--- src/rtl/mem_responder_if.sv ---
// Request/response bus between a memory master and mem_responder.
// The master drives the request fields and the slave returns the completion status.
interface mem_responder_if;
    logic        req;
    logic        we;
    logic [31:0] adr;
    logic [31:0] writedata;
    logic [31:0] readdata;
    logic        ready;
    logic        err;
    logic        busy;

    modport master (
        output req, we, adr, writedata,
        input  readdata, ready, err, busy
    );

    modport slave (
        input  req, we, adr, writedata,
        output readdata, ready, err, busy
    );
endinterface

--- src/rtl/mem_responder.sv ---
// Word-addressed RAM slave with programmable wait states.
// One request is latched in IDLE. After WAIT_CYCLES further edges the read or write is
// performed, and a one-cycle ready pulse follows with readdata and err.
// Optional feature: define MEM_RESP_STATS_EN to add saturating 16-bit counters for
// successful reads, successful writes and errors.
module mem_responder #(
    parameter int unsigned DEPTH       = 64,
    parameter int unsigned WAIT_CYCLES = 2
) (
    input  logic            clk,
    input  logic            rst_n,
    mem_responder_if.slave  bus
`ifdef MEM_RESP_STATS_EN
    ,
    output logic [15:0]     o_rd_count,
    output logic [15:0]     o_wr_count,
    output logic [15:0]     o_err_count
`endif
);

    localparam int unsigned AW        = (DEPTH > 1) ? $clog2(DEPTH) : 1;
    localparam logic [7:0]  WAIT_INIT = 8'(WAIT_CYCLES);

    typedef enum logic [1:0] {StIdle, StWait, StResp} state_e;

    state_e      r_state;
    logic [7:0]  r_cnt;
    logic        r_we;
    logic [31:0] r_adr;
    logic [31:0] r_wdata;
    logic [31:0] r_rdata;
    logic        r_ready;
    logic        r_err;
    logic        r_busy;

    logic [31:0] r_mem [DEPTH];

    logic          w_access;
    logic          w_err;
    logic [AW-1:0] w_idx;

    // The access edge is the last WAIT edge; err is decided from the latched address.
    assign w_access = (r_state == StWait) && (r_cnt == 8'd0);
    assign w_err    = (r_adr[1:0] != 2'b00) || (r_adr[31:2] >= 30'(DEPTH));
    assign w_idx    = r_adr[AW+1:2];

    // Control FSM: latch the request, count down the wait states, access, then respond.
    always_ff @(posedge clk or negedge rst_n) begin
        if (!rst_n) begin
            r_state <= StIdle;
            r_cnt   <= 8'd0;
            r_we    <= 1'b0;
            r_adr   <= 32'd0;
            r_wdata <= 32'd0;
            r_rdata <= 32'd0;
            r_ready <= 1'b0;
            r_err   <= 1'b0;
            r_busy  <= 1'b0;
        end else begin
            r_ready <= 1'b0;
            unique case (r_state)
                StIdle: begin
                    if (bus.req) begin
                        r_we    <= bus.we;
                        r_adr   <= bus.adr;
                        r_wdata <= bus.writedata;
                        r_cnt   <= WAIT_INIT;
                        r_busy  <= 1'b1;
                        r_state <= StWait;
                    end
                end
                StWait: begin
                    if (r_cnt != 8'd0) begin
                        r_cnt <= r_cnt - 8'd1;
                    end else begin
                        r_ready <= 1'b1;
                        r_state <= StResp;
                        if (w_err) begin
                            r_err   <= 1'b1;
                            r_rdata <= 32'd0;
                        end else begin
                            r_err   <= 1'b0;
                            // A write returns zero; the RAM update itself happens in the array block.
                            r_rdata <= r_we ? 32'd0 : r_mem[w_idx];
                        end
                    end
                end
                StResp: begin
                    r_busy  <= 1'b0;
                    r_state <= StIdle;
                end
                default: begin
                    r_busy  <= 1'b0;
                    r_state <= StIdle;
                end
            endcase
        end
    end

    // RAM write port. There is no reset, so the contents survive rst_n.
    always_ff @(posedge clk) begin
        if (w_access && r_we && !w_err) begin
            r_mem[w_idx] <= r_wdata;
        end
    end

`ifdef MEM_RESP_STATS_EN
    logic [15:0] r_rd_cnt;
    logic [15:0] r_wr_cnt;
    logic [15:0] r_err_cnt;

    // Saturating access statistics, updated on the access edge.
    always_ff @(posedge clk or negedge rst_n) begin
        if (!rst_n) begin
            r_rd_cnt  <= 16'd0;
            r_wr_cnt  <= 16'd0;
            r_err_cnt <= 16'd0;
        end else if (w_access) begin
            if (w_err) begin
                if (r_err_cnt != 16'hFFFF) r_err_cnt <= r_err_cnt + 16'd1;
            end else if (r_we) begin
                if (r_wr_cnt != 16'hFFFF) r_wr_cnt <= r_wr_cnt + 16'd1;
            end else begin
                if (r_rd_cnt != 16'hFFFF) r_rd_cnt <= r_rd_cnt + 16'd1;
            end
        end
    end

    assign o_rd_count  = r_rd_cnt;
    assign o_wr_count  = r_wr_cnt;
    assign o_err_count = r_err_cnt;
`endif

    assign bus.readdata = r_rdata;
    assign bus.ready    = r_ready;
    assign bus.err      = r_err;
    assign bus.busy     = r_busy;

endmodule

--- src/flat_wrapper.sv ---
// flat-port wrapper written by rule: the top's interface ports become plain ports
module mem_responder_flat 
#(
    parameter int unsigned DEPTH       = 64,
    parameter int unsigned WAIT_CYCLES = 2
)
  (clk, rst_n, bus_req, bus_we, bus_adr, bus_writedata, bus_readdata, bus_ready, bus_err, bus_busy);
  mem_responder_if bus_i ();
  input  logic clk;
  input  logic rst_n;
  input wire logic [$bits(bus_i.req)-1:0] bus_req;
  input wire logic [$bits(bus_i.we)-1:0] bus_we;
  input wire logic [$bits(bus_i.adr)-1:0] bus_adr;
  input wire logic [$bits(bus_i.writedata)-1:0] bus_writedata;
  output wire logic [$bits(bus_i.readdata)-1:0] bus_readdata;
  output wire logic [$bits(bus_i.ready)-1:0] bus_ready;
  output wire logic [$bits(bus_i.err)-1:0] bus_err;
  output wire logic [$bits(bus_i.busy)-1:0] bus_busy;
  assign bus_i.req = bus_req;
  assign bus_i.we = bus_we;
  assign bus_i.adr = bus_adr;
  assign bus_i.writedata = bus_writedata;
  assign bus_readdata = bus_i.readdata;
  assign bus_ready = bus_i.ready;
  assign bus_err = bus_i.err;
  assign bus_busy = bus_i.busy;
  mem_responder #(.DEPTH(DEPTH), .WAIT_CYCLES(WAIT_CYCLES)) u_core (.clk(clk), .rst_n(rst_n), .bus(bus_i));
endmodule
--- config.mk ---
export PLATFORM = sky130hd
export DESIGN_NAME = mem_responder_flat
export DESIGN_NICKNAME = d
export VERILOG_FILES = /design/src/rtl/mem_responder_if.sv /design/src/rtl/mem_responder.sv /design/src/flat_wrapper.sv
export SDC_FILE = /design/constraint.sdc
export NUM_CORES = 2
export LEC_CHECK = 0
export ABC_CLOCK_PERIOD_IN_PS = 3500
export CAP_MARGIN = 20
export CORE_UTILIZATION = 37
export CTS_BUF_LIST = sky130_fd_sc_hd__clkbuf_16
export DETAILED_ROUTE_END_ITERATION = 8
export RECOVER_POWER = 50
export SYNTH_ARGS = -nofsm -noshare
export SYNTH_HDL_FRONTEND = slang
export SYNTH_SLANG_ARGS = --single-unit
--- constraint.sdc ---
create_clock -name clk -period 3.5 [get_ports clk]
set_input_delay 0.525 -clock clk [delete_from_list [all_inputs] [get_ports clk]]
set_output_delay 0.525 -clock clk [all_outputs]
set_load 0.05 [all_outputs]
==> reports/metrics.csv <==
metric,value,unit
outcome,"complete, but fails checks",
violations,"max-capacitance violations, max-slew violations",
irDropWorstVdd,0.0007104,V
p_leak,31.07,nW
route.detailed.drc,0,
p_sw_share,34.32,%
r2r_cells,7,
vias_per_cell,5.805,
syn-num-nets,4702,
power_frac_seq,42.8,%
cts_tree,built,
yosys_warnings,0,
crit_type,flip-flop to flip-flop,
use_met1,28.98,%
finClkSkew,0.07753,ns
dpl.hpwl,140200,µm
grt_start_max_net_pins,84,
clkLatencyLatePin,0.89,ns
relSlewSlack,-79.68,%
hold_ws,0.2570,ns
reg2reg_from,u_core.r_adr[4],
start_util,37.35,%
antenna_found_initial,11,
syn-cell-area,82310,µm²
wl,235200,µm
cts_buffer_depth,3,
pwr-share-comb,29.5,%
hp-class,input port to flip-flop,
wl_per_cell,28.99,µm
dr.pass1.iters,6,
powerDensity,834.4,nW/µm²
finalMaxSlewViolations,1279,
grt.busiest_layer,met2,
syn_inst,4632,
finalSetupViolCount,0,
hold_viol,0,
ys_ff_latch,2158,
h-tree-depth,4,
fmax,288.4,MHz
die-width,473.7,µm
period_needed,3.468,ns
synthArstFlopShare,5.097,%
yosysSeqAreaShare,78.06,%
die-area,224400,µm²
critical_path.startpoint,u_core.r_adr[4],
synth_ff_type,edfxtp_1,
die_h,473.7,µm
synth_edf_count,2048,
grtUsageMet3,3.160,%
synth_area_per_cell,17.77,µm²
timing.final.crit_share,99.08,%
path_max_fanout,82,
fp-row-count,172,
io_pins,103,
syn2layout_area_growth,17.67,%
fin_nets,5038,
clkSinkCount,2158,
reg2reg_to,u_core.bus.readdata[28],
clkPwrFrac,27.7,%
synth_cell_types,64,
grt-ovfl-total,0,
worst_setup_path_start_kind,flip-flop,
numCtsBuffers,211,
via_count,47089,
end_kind,flip-flop,
io_buffer_count,102,
track_usage,20.59,%
cts-root-buf,clkbuf_16,
layout-drive-gt1-share,17.05,%
grt_pass1_wl,335100,µm
cts.clk_slew.worst_paths,0.06,ns
layout_common_cells,"2048 x edfxtp_1, 438 x mux2i_1, 305 x a221oi_1",
final_util,43.95,%
grt_pass1_vias,46084,
drtAntennaViolNets,0,
n_fill_cell,19096,
cap_violations,27,
cp.arrival,4.22,ns
drtIter0Drc,5318,
intPower,53.08,mW
mostFrequentLayoutCell,edfxtp_1,
worstMarginPinSlew,2.695,ns
endpoint,u_core.bus.readdata[28],
critPathRequiredTime,4.25,ns
r2r_slack,0.03,ns
p_sw,27.74,mW
use_met2,32.76,%
gp_congestion,0.8317,
coreArea,220400,µm²
rsz0062_at_grt,no,
## metrics by stage
step                      setup WS, ns  total power, mW  area, µm²  setup TNS [ns]  instances
after global placement         -0.1158            58.25      89980         -0.2252       7694
final                          0.03204            80.82      96860               0       8112
after floorplan               -0.04297            47.44      82310          -66.35       4632
after global routing           0.03316            83.47      96850               0       8108
after CTS                      0.02999            80.83      96930               0       8092
after detailed placement       -0.1121            58.64      90010         -0.2097       7696
## worst min-delay path by stage
stage / slack, ns / depth (start not counted) / endpoint / startpoint
2_1_floorplan: 0.23 / 0 / u_core.bus.busy / rst_n
3_3_place_gp: 0.48 / 0 / u_core.r_mem[14][2] / u_core.r_wdata[2]
3_5_place_dp: 0.48 / 0 / u_core.r_mem[14][2] / u_core.r_wdata[2]
4_1_cts: 0.20 / 2 / u_core.r_wdata[12] / bus_writedata[12]
5_1_grt: 0.23 / 2 / u_core.r_wdata[9] / bus_writedata[9]
6_report: 0.26 / 2 / u_core.r_wdata[12] / bus_writedata[12]
## cell usage after synthesis (all sizes together), types with 30 or more instances
cell / count / area share (%)
nor2: 204 / 0.93
nand2: 90 / 0.41
mux2: 132 / 1.8
dfrtp: 110 / 3.3
clkbuf: 160 / 0.73
o21ai: 158 / 0.96
a21oi: 68 / 0.41
a221oi: 306 / 3.3
o221ai: 30 / 0.32
nor3: 62 / 0.55
o22ai: 245 / 1.9
edfxtp: 2048 / 75
a22oi: 146 / 1.3
a31oi: 31 / 0.24
a22o: 58 / 0.62
buf: 177 / 1.2
mux2i: 438 / 5.3
a221o: 36 / 0.44
## flip-flops by register name (all words and copies together), names as in the netlist
register / count
u_core.r_we: 1
u_core.bus.busy: 1
u_core.bus.readdata: 32
u_core.r_wdata: 32
u_core.r_adr: 32
u_core.bus.ready: 1
u_core.r_state: 2
u_core.r_mem: 2048
u_core.bus.err: 1
u_core.r_cnt: 8
## per-layer routing
| metal | share of wire [%] | vias to the layer above |
|---|---|---|
| li1 | - | 19789 |
| met1 | 42 | 24668 |
| met2 | 47 | 2271 |
| met3 | 8.0 | 355 |
| met4 | 3.0 | 6 |
| met5 | 0.018 | - |
## area by class of cell
type / instances / area (µm²) / share of cell area [%]
tap: 2958 / 3701 / 3.821
clock buffer: 212 / 5305 / 5.477
inverter: 7 / 31.28 / 0.03229
sequential: 2158 / 64270 / 66.35
antenna: 4 / 10.01 / 0.01033
timing repair buffer: 460 / 4955 / 5.115
clock inverter: 183 / 1589 / 1.641
multi-input combinational: 2130 / 17000 / 17.55
## power by group through the flow
stage	logic, mW	registers, mW	clock network, mW
after global placement	22.4	35.9	0
after CTS	22.8	35.4	22.7
after detailed placement	22.7	35.9	0
after global routing	25.2	34.7	23.6
after floorplan	12.4	35.0	0
final	23.8	34.6	22.4
## worst max-delay path: stages (launching register included)
cell       delay [ns]
dfrtp_4          0.72
buf_12           0.48
mux2i_1          0.27
o22ai_1          0.11
a22o_1           0.23
a21oi_1          0.36
o2111ai_1        0.57
a221o_1          0.51
## timing repair
item | 4_1_cts | 5_1_grt
hold buffers | 1 | 0
gates resized for setup | 2 | 2
hold endpoints to repair | 80 | 0
setup buffers | 0 | 4
setup endpoints to repair | 2 | 18
pin swaps | 0 | 1
## cells by family after synthesis
group	after synthesis	share of synthesized area, %
adders and majority gates	2	0.03040
muxes	585	7.543
and+or+nand+nor	413	2.391
DFF	2158	78.06
xor gates and xnor gates	6	0.06384
buffers and inverters	344	1.985
AOI/OAI and AO/OA	1124	9.928
No activity file was read; power rests on OpenSTA's default activity.
